==> src/rtl/branch_target_predictor_pkg.sv <==
// Shared types for the branch target predictor: direction counter encoding,
// default geometry and the counter update rule.
package branch_target_predictor_pkg;

   localparam int BTB_ENTRIES    = 64;
   localparam int BTB_PERF_WIDTH = 32;
   localparam int BTB_IDX        = $clog2(BTB_ENTRIES);
   localparam int BTB_TAGW       = 30 - BTB_IDX;

   typedef enum logic [1:0] {
      SNT = 2'b00,
      WNT = 2'b01,
      WT  = 2'b10,
      ST  = 2'b11
   } btb_ctr_t;

   // Entry layout at the default geometry, for consumers outside the predictor.
   typedef struct packed {
      logic                valid;
      logic [BTB_TAGW-1:0] tag;
      logic [31:0]         target;
      btb_ctr_t            ctr;
   } btb_entry_t;

   function automatic btb_ctr_t ctr_step(input btb_ctr_t c, input logic taken);
      btb_ctr_t n;
      n = c;
      if (taken && c != ST)
         n = btb_ctr_t'(c + 2'd1);
      else if (!taken && c != SNT)
         n = btb_ctr_t'(c - 2'd1);
      return n;
   endfunction

endpackage

==> src/rtl/branch_target_predictor_perf_sat_counter.sv <==
// Event counter that sticks at all-ones instead of wrapping.
module perf_sat_counter #(
   parameter int WIDTH = 32
) (
   input  logic             clk,
   input  logic             rst,
   input  logic             inc,
   output logic [WIDTH-1:0] count
);

   always_ff @(posedge clk) begin
      if (rst)
         count <= '0;
      else if (inc && count != '1)
         count <= count + 1'b1;
   end

endmodule

==> src/rtl/branch_target_predictor.sv <==
// Direct-mapped BTB with 2-bit direction counters, looked up combinationally
// in IF and trained from EX, plus saturating hit/mispredict counters.
module branch_target_predictor
   import branch_target_predictor_pkg::*;
#(
   parameter int ENTRIES    = BTB_ENTRIES,
   parameter int PERF_WIDTH = BTB_PERF_WIDTH
) (
   input  logic                  clk,
   input  logic                  rst,
   input  logic [31:0]           lookup_pc,
   output logic                  predict_hit,
   output logic                  predict_taken,
   output logic [31:0]           predict_target,
   input  logic                  update_valid,
   input  logic                  pipe,
   input  logic [31:0]           update_pc,
   input  logic                  update_is_cond,
   input  logic                  update_taken,
   input  logic [31:0]           update_target,
   input  logic                  update_pred_taken,
   input  logic [31:0]           update_pred_target,
   output logic                  mispredict,
   output logic [PERF_WIDTH-1:0] hit_count,
   output logic [PERF_WIDTH-1:0] mispredict_count
);

   localparam int IDX  = $clog2(ENTRIES);
   localparam int TAGW = 30 - IDX;

   if (ENTRIES < 2 || (ENTRIES & (ENTRIES - 1)) != 0) begin : g_bad_entries
      $error("branch_target_predictor: ENTRIES must be a power of 2 and >= 2");
   end

   typedef struct packed {
      logic            valid;
      logic [TAGW-1:0] tag;
      logic [31:0]     target;
      btb_ctr_t        ctr;
   } entry_t;

   entry_t btb_q [ENTRIES];

   logic [IDX-1:0]  look_idx, upd_idx;
   logic [TAGW-1:0] look_tag, upd_tag;
   logic            upd_hit;
   logic            unused_pc_bits;

   assign look_idx = lookup_pc[IDX+1:2];
   assign look_tag = lookup_pc[31:IDX+2];
   assign upd_idx  = update_pc[IDX+1:2];
   assign upd_tag  = update_pc[31:IDX+2];
   assign unused_pc_bits = ^{lookup_pc[1:0], update_pc[1:0]};

   // Lookup sees registered contents only; a same-cycle update lands next cycle.
   assign predict_hit    = btb_q[look_idx].valid && (btb_q[look_idx].tag == look_tag);
   assign predict_taken  = predict_hit && btb_q[look_idx].ctr[1];
   assign predict_target = predict_hit ? btb_q[look_idx].target : 32'd0;

   assign upd_hit = btb_q[upd_idx].valid && (btb_q[upd_idx].tag == upd_tag);

   assign mispredict = update_valid &&
                       ((update_taken != update_pred_taken) ||
                        (update_taken && (update_target != update_pred_target)));

   // Tags and targets are left alone on reset; valid=0 hides them.
   always_ff @(posedge clk) begin
      if (rst) begin
         for (int i = 0; i < ENTRIES; i++) begin
            btb_q[i].valid <= 1'b0;
            btb_q[i].ctr   <= WNT;
         end
      end else if (pipe && update_valid) begin
         if (upd_hit) begin
            if (update_is_cond) begin
               btb_q[upd_idx].ctr <= ctr_step(btb_q[upd_idx].ctr, update_taken);
               if (update_taken)
                  btb_q[upd_idx].target <= update_target;
            end else begin
               btb_q[upd_idx].ctr    <= ST;
               btb_q[upd_idx].target <= update_target;
            end
         end else if (update_taken) begin
            btb_q[upd_idx].valid  <= 1'b1;
            btb_q[upd_idx].tag    <= upd_tag;
            btb_q[upd_idx].target <= update_target;
            btb_q[upd_idx].ctr    <= update_is_cond ? WT : ST;
         end
      end
   end

   perf_sat_counter #(.WIDTH(PERF_WIDTH)) u_hit_count (
      .clk   (clk),
      .rst   (rst),
      .inc   (pipe && predict_hit),
      .count (hit_count)
   );

   perf_sat_counter #(.WIDTH(PERF_WIDTH)) u_mispredict_count (
      .clk   (clk),
      .rst   (rst),
      .inc   (pipe && mispredict),
      .count (mispredict_count)
   );

endmodule
==> config.mk <==
export PLATFORM = sky130hd
export DESIGN_NAME = branch_target_predictor
export DESIGN_NICKNAME = d
export VERILOG_FILES = /design/src/rtl/branch_target_predictor_pkg.sv /design/src/rtl/branch_target_predictor_perf_sat_counter.sv /design/src/rtl/branch_target_predictor.sv
export SDC_FILE = /design/constraint.sdc
export NUM_CORES = 2
export LEC_CHECK = 0
export BUFFER_PORTS_ARGS = -buffer_cell sky130_fd_sc_hd__buf_2
export CORE_MARGIN = 4
export CORE_UTILIZATION = 45
export CTS_CLUSTER_SIZE = 24
export DETAILED_ROUTE_END_ITERATION = 8
export PLACE_DENSITY_LB_ADDON = 0.2
export SLEW_MARGIN = 20
export SYNTH_ARGS = -nofsm -noshare
export SYNTH_HDL_FRONTEND = slang
export SYNTH_SLANG_ARGS = --single-unit
==> constraint.sdc <==
create_clock -name clk -period 5.3 [get_ports clk]
set_input_delay 0.265 -clock clk [delete_from_list [all_inputs] [get_ports clk]]
set_output_delay 0.265 -clock clk [all_outputs]
set_load 0.03 [all_outputs]
# Yosys cells after proc, flatten, opt, wreduce, memory -nomap -nowiden

Memory sizes are Yosys's and may differ from the RTL's.
Cells that the tools add are included.

Register bits: 64
Memory bits (writable): 3776
Input port bits: 135
Word-level logic and storage cells: 71
Memories: 1
Output and inout port bits: 99

Bitwise logic cells: 4
Muxes and demuxes: 37
$add $sub $neg: 4
Reductions and logical operators: 16
Eq/ne operators: 7

Memories:

| memory | depth | bits a word | rd ports | clocked after Yosys merged registers in | write ports | RTL line                      | source |
|---|---|---|---|---|---|---|---|
| btb_q  | 64    | 59          | 2        | 0                                       | 64          | branch_target_predictor.sv:42 | `entry_t btb_q [ENTRIES];` |

Operators by type and width:

| kind                    | count |
|---|---|
| $mux W32                | 3 |
| $add A32 B1 Y32 const B | 2 |
| $ne A32 B32 Y1 const B  | 2 |
| $mux W59                | 1 |
| $reduce_or A59 Y1       | 1 |
| $eq A24 B24 Y1          | 2 |
| $ne A32 B32 Y1          | 1 |
| $mux W1                 | 23 |
| $mux W2                 | 8 |
| $logic_and A1 B1 Y1     | 12 |
| $mux W6                 | 1 |
| $mux W4                 | 1 |
| $or A1 B1 Y1            | 4 |
| $add A2 B1 Y2 const B   | 1 |
| $ne A2 B2 Y1 const B    | 1 |
| $reduce_bool A2 Y1      | 1 |
| $sub A2 B1 Y2 const B   | 1 |
| $logic_not A1 Y1        | 1 |
| $logic_or A1 B1 Y1      | 1 |
| $ne A1 B1 Y1            | 1 |

# Logic depth before layout (Yosys ltp)

An unclocked memory read counts as a cell.

Depth in word-level cells: 12
Gate-level depth with buffers: 23
Mapped depth without buffers: 15

# Hierarchy

Synthesis repeated with hierarchy kept, for this count alone.

Cell total of the unflattened synthesis: 8089
Area total of the unflattened synthesis: 163883.4 sq um

By module, submodules not included:

| module                                 | instances | sequential area each (sq um) | area an instance (sq um) | cells an instance |
|---|---|---|---|---|
| branch_target_predictor                | 1         | 112748.1                     | 160556.5                 | 7708 |
| perf_sat_counter at u_mispredict_count | 1         | 640.6                        | 1697.9                   | 194 |
| perf_sat_counter at u_hit_count        | 1         | 640.6                        | 1629.1                   | 187 |

# Worst setup path before layout

OpenSTA, ideal clock, no wires.

Kind: input to register
Start point: in update_pc[3]
End point: mem btb_q[10][10] (netlist name), enable pin
Arrival time: 5.037 ns
Library setup time: 0.432 ns
Path buffers: 7
Stages: 16
Required time: 4.868 ns
Setup slack: -0.168 ns
Cells stage by stage: buf_2 -> buf_2 -> buf_1 -> buf_1 -> mux4_2 -> mux2i_1 -> o22ai_1 -> nor4_1 -> xnor2_1 -> nor4_1 -> and4_1 -> clkbuf_1 -> nand4b_1 -> clkbuf_1 -> buf_2 -> a21oi_1

RTL lines:

| what               | RTL line                      | source |
|---|---|---|
| start: declaration | branch_target_predictor.sv:17 | `input logic [31:0] update_pc,` |
| end: declaration   | branch_target_predictor.sv:42 |  |

==> out/results.txt <==
final WL: 632.4 mm
synthesized cell area: 165100 µm²
EDFF count, synth: 3712
maxcap violations: 0
worst skew pair latency: 1.00 ns
first-pass GRT wire length: 857.8 mm
violated checks: negative setup slack
pwr dens: 340.8 nW/µm²
PortBufs: 229
FFs w/ async S/R, synth: 0%
DP Wirelength: 414.6 mm
clock slew seen by the registers of the worst setup and hold paths: 0.06 ns
post-synth top area share: 67.51%
DRC errors left: 0
Reg-to-Reg End: btb_q[34][18]
synth warn: 0
initial antenna violation count: 39
CTS Buf Count: 402
grt total ovfl: 0
TritonCTS clock tree: yes
Mean Syn Cell Area: 18.59 µm²
hold path start: update_pc[17]
Setup Skew: 0.05735 ns
top cells by area, synth: edfxtp_1 (68%), mux4_2 (15%), mux2i_1 (3.0%)
WHS Path Cells: 2
Pre-antenna DRT Iters: 8
Placer Congestion: 0.9942
area grow syn2layout: 19.60%
Synth Flop Type: edfxtp_1
Synthesized Nets: 9021
largest family of logic cells by synthesized area: multiplexers
unrepaired setup endpoints after global routing: true
Post-Synthesis Cells: 8882
max_slew headroom: 20.22%
Synth area leader: edfxtp_1
Lkg Pwr: 63.79 nW
Post-Synth Simple-Gate Area: 3.276%
Worst Setup Slack, final: -0.2221 ns
Crit Path Max Fanout: 34
mux contribution to synthesized area: 18.86%
Starting DRT DRC Count: 16.69k
Post-Synth XOR/XNOR Area: 0.5676%
CP startpoint kind: flop
Synth Area in Compound Gates: 6.026%
largest net degree at the start of global routing: 137
Core Util, Final: 54.02%
Worst Tran Pin Value: 1.192 ns
final setup violation count: 34
WL per Instance: 41.91 µm
synth cell count leaders: edfxtp_1 (3712), mux4_2 (1080), mux2i_1 (487)
Synth Area in Adders: 0.03031%
Setup crit end kind: output pin
vias in the first global route: 101.6k
die width: 613.7 µm
Max Slew Vio Count: 0
outcome: finished, violations left
Post-layout nets: 10.06k
R2R Path Start: btb_q[10][57]
Final Cycle Share: 104.2%
Hold EP: btb_q[32][43]
Max Buffers Root-to-Sink: 4
initial core utilization: 45.17%
FMAX: 181.1 MHz
CP Class: reg2out
R2R depth: 14
post-synth cell types: 88
dpl ws: -0.6829 ns
CTS Root Cell: clkbuf_16
crit path DAT: 5.26 ns
num rows: 222
Final Critical Period: 5.522 ns
Detail Route Antenna Nets: 0
register bit total from synthesis: 3840
Req. time, crit path: 5.04 ns
share of cells above drive strength 1: 32.33%
Via Count: 103.9k
final hold violation count: 0
Worst Hold Class: in2reg
Die ar.: 376700 µm²
I/O pins: 234
CTS H-tree depth: 5
vias per cell: 6.884
reg2reg setup slack: 0.01 ns
Pwr Total: 67.29 mW
Core Area: 365500 µm²
sequential fraction of the synthesis area: 69.06%
GR Util All Layers: 33.10%
Clock Sinks: 3840
DIE HEIGHT: 613.7 µm
top-count cell post-synth: edfxtp_1
Max VDD drop: 0.2746 mV
==> critical path, cell delays in order (launching register included) <==
cell,delay [ns]
edfxtp_1,0.38
mux4_2,0.49
a22o_1,0.27
a221oi_4,0.26
o22ai_4,0.16
nor3_4,0.36
buf_4,0.19
xnor2_1,0.07
or4_1,0.53
or4_4,0.49
or4_4,0.47
buf_12,0.22
a211oi_2,0.20
buf_4,0.20
==> area by class of cell <==
class	instances	area, µm²
fill	28390	168100
inverter	85	341.6
timing repair buffer	1324	14840
sequential	3840	114000
clock inverter	243	2552
tap	4816	6026
antenna	26	65.06
multi-input combinational	4263	49020
clock buffer	491	10590
==> per-layer routing <==
layer,share of wire (%),track usage (%)
met5,0.016,0
met4,7.8,21.04
met3,11,8.025
met2,45,49.94
met1,36,43.22
==> power breakdown <==
part	switching (mW)	internal [mW]	total [mW]
logic	3.38	1.91	5.29
registers	0.0387	33.3	33.4
clock network	12.0	16.6	28.6
==> state kept, by name, summed over array words and instances (netlist names) <==
name                      count
btb_q                      3776
u_hit_count.count            32
u_mispredict_count.count     32
==> how the worst max path moves through the flow <==
stage	startpoint	endpoint	cells past startpoint
floorplan	update_pc[3]	btb_q[10][10]	16
global placement	update_pc[4]	btb_q[28][15]	17
detailed placement	update_pc[4]	btb_q[28][21]	19
CTS	btb_q[53][41]	predict_target[0]	13
global route	btb_q[49][41]	predict_target[10]	13
finish	btb_q[53][41]	predict_target[0]	13
==> layout by cell type, fill, tap and decap left out, types with 104 or more instances in the layout <==
master,n
a21oi_1,187
a221oi_1,151
a22oi_1,258
buf_12,417
buf_2,185
buf_4,677
clkbuf_16,411
dfxtp_1,128
edfxtp_1,3712
mux2_2,154
mux2i_1,487
mux4_2,1080
nand2_1,220
nand4_1,104
nor2_1,246
o22ai_1,169
==> per-stage QoR <==
stage	cell area [µm²]	std cells	hold WS, ns	setup TNS, ns
finish	197500	15090	0.05990	-5.845
floorplan	165100	8882	0.3639	-323.39
global placement	183700	14290	0.4558	-4265.38
global route	197400	15060	0.04256	-7.680
CTS	197300	15060	0.0001822	-7.147
detailed placement	183700	14290	0.4689	-1770.86
==> logic make-up (layout without fill, tap and decap cells) <==
logic type	count (synthesis)	count (layout)
adder cells (fa/ha/maj)	4	4
other	0	26
multiplexers	1740	1740
flip-flops	3840	3840
buffers and inverters	779	2143
AO/OA/AOI/OAI	1346	1346
XOR/XNOR	107	107
AND/OR/NAND/NOR	1066	1066
==> what timing repair did <==
item | in CTS | in global routing
setup buffers | 1 | 0
hold endpoints to repair | 1041 | 0
setup endpoints to repair | 65 | 58
pin swaps | 3 | 2
resized for setup | 53 | 6
hold buffers | 33 | 0
Note: power is estimated with default switching activity, not from simulation.
